$ cat config.mk
export PLATFORM = sky130hd
export DESIGN_NAME = scan_chain_ctrl
export DESIGN_NICKNAME = d
export VERILOG_FILES = /design/src/rtl/scan_chain_ctrl.sv
export SDC_FILE = /design/constraint.sdc
export NUM_CORES = 1
export LEC_CHECK = 0
export CORE_ASPECT_RATIO = 1.2
export CORE_MARGIN = 2
export CORE_UTILIZATION = 40
export DETAILED_ROUTE_END_ITERATION = 16
export PLACE_DENSITY = 0.66
export SYNTH_ARGS = -nofsm -noshare
export SYNTH_HDL_FRONTEND = slang
export SYNTH_SLANG_ARGS = --single-unit
$ cat constraint.sdc
create_clock -name ck -period 7.1 [get_ports ck]
set_input_delay 1.42 -clock ck [delete_from_list [all_inputs] [get_ports ck]]
set_output_delay 1.42 -clock ck [all_outputs]
set_load 0.03 [all_outputs]
$ cat src/rtl/scan_chain_ctrl.sv
// Tester-side scan chain driver: shifts a pattern in on si with se=1, runs the
// functional capture clocks with se=0, then unloads so and compares it against a masked expected response.
module scan_chain_ctrl #(
  parameter int CHAIN_LEN      = 16,
  parameter int CAPTURE_CYCLES = 1,
  parameter int CNT_W          = 5
) (
  input  logic                 ck,
  input  logic                 rst,
  input  logic                 start,
  input  logic                 abort,
  input  logic [CHAIN_LEN-1:0] pat_in,
  input  logic [CHAIN_LEN-1:0] exp_in,
  input  logic [CHAIN_LEN-1:0] mask_in,
  input  logic                 so,
  output logic                 se,
  output logic                 si,
  output logic                 busy,
  output logic                 done,
  output logic                 fail,
  output logic [CHAIN_LEN-1:0] resp,
  output logic [1:0]           state_dbg
);

  typedef enum logic [1:0] {
    IDLE   = 2'd0,
    SHIFT  = 2'd1,
    CAPT   = 2'd2,
    UNLOAD = 2'd3
  } state_t;

  localparam logic [CNT_W-1:0] SHIFT_LAST = CNT_W'(CHAIN_LEN - 1);
  localparam logic [CNT_W-1:0] CAPT_LAST  = CNT_W'(CAPTURE_CYCLES - 1);

  state_t               state;
  logic [CNT_W-1:0]     cnt;
  logic [CHAIN_LEN-1:0] pat_sr;
  logic [CHAIN_LEN-1:0] exp_q;
  logic [CHAIN_LEN-1:0] mask_q;
  logic [CHAIN_LEN-1:0] resp_next;

  assign state_dbg = state;

  // RESP with the current unload bit merged in, so the final compare sees the last SO.
  always_comb begin
    resp_next = resp;
    for (int k = 0; k < CHAIN_LEN; k++) begin
      if (state == UNLOAD && cnt == CNT_W'(k)) resp_next[k] = so;
    end
  end

  always_ff @(posedge ck or posedge rst) begin
    if (rst) begin
      state  <= IDLE;
      cnt    <= '0;
      pat_sr <= '0;
      exp_q  <= '0;
      mask_q <= '0;
      se     <= 1'b0;
      si     <= 1'b0;
      busy   <= 1'b0;
      done   <= 1'b0;
      fail   <= 1'b0;
      resp   <= '0;
    end else begin
      done <= 1'b0;
      if (state != IDLE && abort) begin
        state <= IDLE;
        cnt   <= '0;
        se    <= 1'b0;
        si    <= 1'b0;
        busy  <= 1'b0;
      end else begin
        case (state)
          IDLE: begin
            if (start && !abort) begin
              state  <= SHIFT;
              cnt    <= '0;
              pat_sr <= pat_in >> 1;
              exp_q  <= exp_in;
              mask_q <= mask_in;
              se     <= 1'b1;
              si     <= pat_in[0];
              busy   <= 1'b1;
            end
          end
          SHIFT: begin
            if (cnt == SHIFT_LAST) begin
              state <= CAPT;
              cnt   <= '0;
              se    <= 1'b0;
              si    <= 1'b0;
            end else begin
              cnt    <= cnt + 1'b1;
              si     <= pat_sr[0];
              pat_sr <= pat_sr >> 1;
            end
          end
          CAPT: begin
            if (cnt == CAPT_LAST) begin
              state <= UNLOAD;
              cnt   <= '0;
              se    <= 1'b1;
            end else begin
              cnt <= cnt + 1'b1;
            end
          end
          UNLOAD: begin
            resp <= resp_next;
            if (cnt == SHIFT_LAST) begin
              state <= IDLE;
              cnt   <= '0;
              se    <= 1'b0;
              busy  <= 1'b0;
              done  <= 1'b1;
              fail  <= |((resp_next ^ exp_q) & mask_q);
            end else begin
              cnt <= cnt + 1'b1;
            end
          end
          default: state <= IDLE;
        endcase
      end
    end
  end

endmodule

==> results of run 1 <==
-- cells in the final DEF (no fill, tap or decap), drive strengths merged, types with 7 or more instances in the layout --
cell | Yosys | routed
a21oi | 18 | 18
clkdlybuf4s50 | 0 | 75
inv | 14 | 14
nand4 | 7 | 7
dfrtp | 75 | 75
mux2i | 21 | 21
mux2 | 36 | 36
o31ai | 13 | 13
nor2 | 32 | 32
clkbuf | 7 | 12
nand2 | 31 | 31
ha | 10 | 10
o21ai | 26 | 26
xor2 | 10 | 10
-- Yosys cell counts (3+ instances only) --
cell type,number,area (um2)
buf_2,10,50.1
mux2i_1,21,210
o21ai_1,5,25.0
xnor2_1,5,43.8
ha_1,10,125
nand3_1,6,30.0
nand4_1,7,43.8
nand2_1,31,116
nand3b_1,3,22.5
clkbuf_1,6,22.5
o41ai_1,4,35.0
xor2_1,10,87.6
inv_1,13,48.8
and3_1,4,25.0
nor2_1,29,109
nor2b_1,4,25.0
dfrtp_1,75,1880
a21oi_1,18,90.1
mux2_2,36,405
nand2b_1,3,18.8
o31ai_1,13,97.6
o21ai_0,21,105
a22oi_1,3,22.5
buf_1,4,15.0
-- logic make-up after synthesis --
kind of cell    share of synthesized area [%]
flops                                    45.5
buf+inv                                  3.70
simple gates                             14.8
mux                                      14.9
compound gates                           14.9
xor+xnor                                 3.18
fa+ha+maj                                3.03
-- state kept, by name, indices dropped and copies added (netlist names) --
name,count
si,1
state_dbg,2
busy,1
mask_q,16
se,1
exp_q,16
resp,16
pat_sr,15
cnt,5
fail,1
done,1
-- metrics by stage --
stage	std cells	area, um2	setup WS (ps)	total power, mW	utilization, %
after floorplan	393	4130	3770	1.20	-
after global placement	575	4960	3290	1.37	49.6
after detailed placement	575	4960	3260	1.39	49.6
after CTS	591	5280	3610	1.89	52.8
after global routing	591	5280	3410	2.00	52.8
final	591	5280	3580	1.88	52.8
-- cell type report --
class / instances / area (um2)
clock inverters: 4 / 73.8
clock buffers: 12 / 246
multi-input cells: 282 / 2100
fillers: 903 / 4730
repair buffers: 78 / 773
inverters: 14 / 52.6
well taps: 126 / 158
flip-flops and latches: 75 / 1880
-- layer usage --
metal | share of wire (%) | wire length, um
met1 | 43 | 4270
met2 | 48 | 4740
met3 | 6.3 | 621
met4 | 2.7 | 269
met5 | 0 | 0
-- worst max path at each step --
stage	slack (ps)	cells after the start	end	start
2_1_floorplan	3770	1	busy$_DFFE_PP0P_	rst
3_3_place_gp	3290	6	fail$_DFFE_PP0P_	so
3_5_place_dp	3260	6	fail$_DFFE_PP0P_	so
4_1_cts	3610	6	fail$_DFFE_PP0P_	so
5_1_grt	3410	6	fail$_DFFE_PP0P_	so
6_report	3580	6	fail$_DFFE_PP0P_	so
-- where the power goes --
group          switching [mW]  leakage, nW  internal (mW)
clock                   0.172        0.157          0.318
sequential              0.153        0.923          0.585
combinational           0.319         1.12          0.329
total                   0.645         2.20           1.23
-- worst register-to-register path: stages, from the launching register on --
cell and delay, ps:
dfrtp_1 760, and3_1 290, ha_1 340, nand3_1 260, a311oi_1 430, and3_1 270, a41oi_2 90
==> results.py, run 1 <==
metrics = {
    "sta": {
        "setup_tns_ps": 0,
        "period_share_pct": 49.6,
        "clock.fmax_mhz": 284,
        "worstMarginPinSlew_ps": 1040,
        "relSlewSlack_pct": 30.5,
        "finalSetupViolCount": 0,
        "whs_ps": 521,
        "rsz0062_at_grt": "false",
        "hold_viol": 0,
        "final_max_slew_viol_count": 0,
        "skew_ps": 4.80,
        "finalCriticalPeriod_ps": 3520,
    },
    "cts": {
        "clock_path_buffers": 2,
        "cts_tree": "done",
        "cts_buffers": 9,
        "postCtsHoldBufs": 0,
        "cts.sinks": 75,
        "h-tree-depth": 3,
        "cts-root-buf": "clkbuf_16",
        "clk_pin_slew_ps": 60,
        "cts_resized": 0,
        "clkLatencyLatePin_ps": 330,
        "post_cts_buffers": 0,
    },
    "die": {
        "core_um2": 10000,
        "ios": 76,
        "dieArea_um2": 11100,
        "core.rowCount": 40,
        "initial_core_util_pct": 41.2,
        "die_w_um": 96.7,
        "die_y_um": 115,
    },
    "synthesis": {
        "syn_inst": 393,
        "ys_seq_area_share_pct": 45.5,
        "ys_ff_latch": 75,
        "syn_avg_cell_area_um2": 10.5,
        "yosys_warnings": 0,
        "synth_area_um2": 4130,
        "synthFlopType": "dfrtp_1",
        "synthesis.nets": 456,
        "synth_edf_count": 0,
        "synth_cell_types": 64,
        "synth-async-reset-ratio_pct": 100,
    },
    "detailed_routing": {
        "drtIter0Drc": 159,
        "wl_per_cell_um": 16.8,
        "drc": 0,
        "vias_per_cell": 5.50,
        "via_count": 3252,
        "drt_pre_antenna_iters": 4,
        "ant_nets": 0,
        "wirelength_um": 9900,
    },
    "grt": {
        "met3_usage_pct": 4.92,
        "grt_usage_pct": 18.4,
        "grt_first_pass_wirelength_um": 16400,
        "top_usage_layer": "met2",
        "grt_pass1_vias": 3275,
        "use_met1_pct": 22.9,
        "antenna_found_initial": 0,
        "gr-total-overflow": 0,
        "grt_max_degree": 76,
        "gr-usage-met2_pct": 29.7,
    },
    "worst_setup_path": {
        "arrival_ps": 3710,
        "rr_endpoint": "fail$_DFFE_PP0P_",
        "worstSetupStartpointType": "input port",
        "critPathMaxFanout": 22,
        "cpMaxStageDelayCell": "clkdlybuf4s50_1",
        "critPathMaxStageDelay_ps": 960,
        "critPathTopFamily": "buffers and inverters",
        "critical_path_class": "input port to flip-flop",
        "reg2reg_depth": 6,
        "cp.buffers_inverters": 2,
        "end_kind": "flip-flop",
        "r2r_start": "cnt[3]$_DFFE_PP0P_",
        "worstPathRequired_ps": 7290,
        "cp_cell_sequence": "clkdlybuf4s50_1 > inv_2 > a41o_1 > a2111oi_2 > and4_1 > a41oi_2",
        "reg2reg_slack_ps": 4520,
    },
    "power": {
        "vdd_drop_max_mv": 0.235,
        "p_leak_nw": 2.20,
        "p_per_area_nw_per_um2": 355,
    },
    "placed_design": {
        "gp_congestion": 0.893,
        "hpwlAfterDp_um": 6980,
        "port_buffers": 75,
    },
    "flow_run": {
        "maxCapViolCount": 0,
    },
    "worst_hold_path": {
        "hold_class": "flip-flop to flip-flop",
        "hold-path-cell-count": 2,
        "worstHoldStart": "pat_sr[13]$_DFFE_PP0P_",
        "worstHoldEndpoint": "pat_sr[13]$_DFFE_PP0P_",
    },
    "run_status": {
        "status": "finished, final reports clean",
    },
    "layout": {
        "layout.nets": 523,
        "area_delta_synth_final_pct": 28.0,
        "diodes": 0,
        "drive_gt1_share_pct": 15.3,
    },
}
(Power assumes the default switching activity.)
==> run 2, diff against run 1 <==
PLACE_DENSITY = 0.68   (was 0.66)
clock period = 2.95 ns   (was 7.1 ns; I/O delays follow)
==> run 2 against run 1 <==
Setup slack worse by 3100 ps. First-iteration DRC count decreased by 13%. Final cell count increased by 0.68%. Non-clock buffer count rose by 4. Combinational power is 140% higher. Wire length rose by 0.21%. Register-to-register slack got worse by 4000 ps. Clock-buffer cell count decreased by 2. Sequential power up 140%. Sequential cell count did not move. Largest cell class unchanged.
==> results.py, run 2 (synthesis results as in run 1) <==
metrics = {
    "power": {
        "p_leak_nw": 2.23,
        "p_sw_mw": 1.58,
        "p_per_area_nw_per_um2": 862,
        "vdd_drop_max_mv": 0.514,
        "pwr-share-seq_pct": 38.2,
        "p_int_mw": 3.03,
        "p_clk_share_pct": 27.5,
        "switching_share_pct": 34.2,
        "combPwrFrac_pct": 34.2,
    },
    "layout": {
        "layout.nets": 527,
        "fin_area_um2": 5350,
        "area_delta_synth_final_pct": 29.6,
        "diodes": 0,
        "final_cell_mix": "75 x dfrtp_1, 75 x clkdlybuf4s50_1, 36 x mux2_2",
        "top_regs": "exp_q x16, mask_q x16, resp x16",
        "drive_gt1_share_pct": 16.2,
    },
    "flow_run": {
        "maxCapViolCount": 0,
    },
    "grt": {
        "grt_first_pass_wirelength_um": 16800,
        "gr-total-overflow": 0,
        "grt_pass1_vias": 3393,
        "grt_usage_pct": 18.9,
        "grt_max_degree": 76,
        "antenna_found_initial": 0,
    },
    "worst_setup_path": {
        "critPathTopFamily": "compound AO/OA/AOI/OAI gates",
        "worstSetupStartpointType": "flip-flop",
        "arrival_ps": 2640,
        "cp.buffers_inverters": 0,
        "end_kind": "flip-flop",
        "reg2reg_slack_ps": 510,
        "critPathMaxFanout": 15,
        "reg2reg_depth": 7,
        "cp_cell_sequence": "ha_1 > and3b_2 > a211oi_1 > a41o_1 > a2111oi_2 > and4_1 > a41oi_2",
        "critPathMaxStageDelay_ps": 540,
        "r2r_start": "state_dbg[1]$_DFFE_PP0P_",
        "worstPathRequired_ps": 3150,
        "cpMaxStageDelayCell": "ha_1",
        "critical_path_class": "flip-flop to flip-flop",
        "rr_endpoint": "fail$_DFFE_PP0P_",
    },
    "cts": {
        "h-tree-depth": 3,
        "cts.sinks": 75,
        "post_cts_buffers": 0,
        "cts-root-buf": "clkbuf_16",
        "cts_buffers": 9,
        "postCtsHoldBufs": 0,
        "cts_tree": "done",
        "clk_pin_slew_ps": 60,
        "clock_path_buffers": 2,
        "cts_resized": 0,
        "clkLatencyLatePin_ps": 340,
    },
    "worst_hold_path": {
        "worstHoldStart": "busy$_DFFE_PP0P_",
        "hold-path-cell-count": 2,
        "worstHoldEndpoint": "busy$_DFFE_PP0P_",
        "hold_class": "flip-flop to flip-flop",
    },
    "placed_design": {
        "gp_congestion": 0.889,
        "port_buffers": 75,
        "placed_cell_area_um2": 5010,
        "hpwlAfterDp_um": 7110,
    },
    "detailed_routing": {
        "drtIter0Drc": 139,
        "vias_per_cell": 5.43,
        "via_count": 3233,
        "drc": 0,
        "wirelength_um": 9920,
        "ant_nets": 0,
        "wl_per_cell_um": 16.7,
        "drt_pre_antenna_iters": 4,
    },
    "die": {
        "die_y_um": 115,
        "core_um2": 10000,
        "die_w_um": 96.7,
        "core.rowCount": 40,
        "dieArea_um2": 11100,
        "ios": 76,
        "initial_core_util_pct": 41.2,
    },
    "sta": {
        "skew_ps": 5.52,
        "hold_viol": 0,
        "relSlewSlack_pct": 48.0,
        "period_share_pct": 82.7,
        "clock.fmax_mhz": 410,
        "finalSetupViolCount": 0,
        "setup_tns_ps": 0,
        "final_max_slew_viol_count": 0,
        "worstMarginPinSlew_ps": 778,
        "finalCriticalPeriod_ps": 2440,
        "rsz0062_at_grt": "false",
    },
    "run_status": {
        "status": "finished, final reports clean",
    },
}
-- run 2: layout make-up --
| type | count | area [um2] |
|---|---|---|
| Fill cell | 936 | 4660 |
| Clock buffer | 10 | 229 |
| Timing Repair Buffer | 82 | 816 |
| Sequential cell | 75 | 1880 |
| Inverter | 14 | 52.6 |
| Clock inverter | 6 | 113 |
| Multi-Input combinational cell | 282 | 2100 |
| Tap cell | 126 | 158 |
-- run 2: metrics by stage --
| step | util [%] | power (mW) | worst slack, ps | std cells | hold slack (ps) |
|---|---|---|---|---|---|
| global placement | 50.0 | 3.30 | 510 | 579 | 502 |
| CTS | 53.4 | 4.65 | 512 | 595 | 522 |
| detailed placement | 50.0 | 3.36 | 506 | 579 | 498 |
| finish | 53.4 | 4.61 | 509 | 595 | 514 |
| floorplan | - | 2.88 | 450 | 393 | 480 |
| global route | 53.4 | 4.90 | 291 | 595 | 545 |
-- run 2: how the worst max path moves through the flow --
stage                             to                      from  cells after the start
floorplan           busy$_DFFE_PP0P_                       rst                      1
global placement    fail$_DFFE_PP0P_                        so                      8
detailed placement  fail$_DFFE_PP0P_                        so                      8
CTS                 fail$_DFFE_PP0P_  state_dbg[1]$_DFFE_PP0P_                      7
global route        fail$_DFFE_PP0P_  state_dbg[1]$_DFFE_PP0P_                      7
finish              fail$_DFFE_PP0P_  state_dbg[1]$_DFFE_PP0P_                      7
-- run 2: power groups by stage --
stage          Clock (mW)  Combinational, mW  Sequential (mW)
3_3_place_gp            0               1.54             1.76
6_report             1.27               1.58             1.76
4_1_cts              1.29               1.59             1.76
5_1_grt              1.34               1.75             1.82
2_1_floorplan           0               1.14             1.74
3_5_place_dp            0               1.58             1.78
-- run 2: layer usage --
metal,global-route usage [%],vias to the layer above,share of wire [%]
met5,0,-,0
met4,7.61,0,2.0
met3,4.86,13,5.2
met2,32.3,85,50
met1,22.9,1565,43
li1,-,1570,-
-- run 2: worst min-delay path, cell delays in order (launching register included) --
cell and delay (ps):
dfrtp_1 340, o21ai_0 80, o41ai_1 60
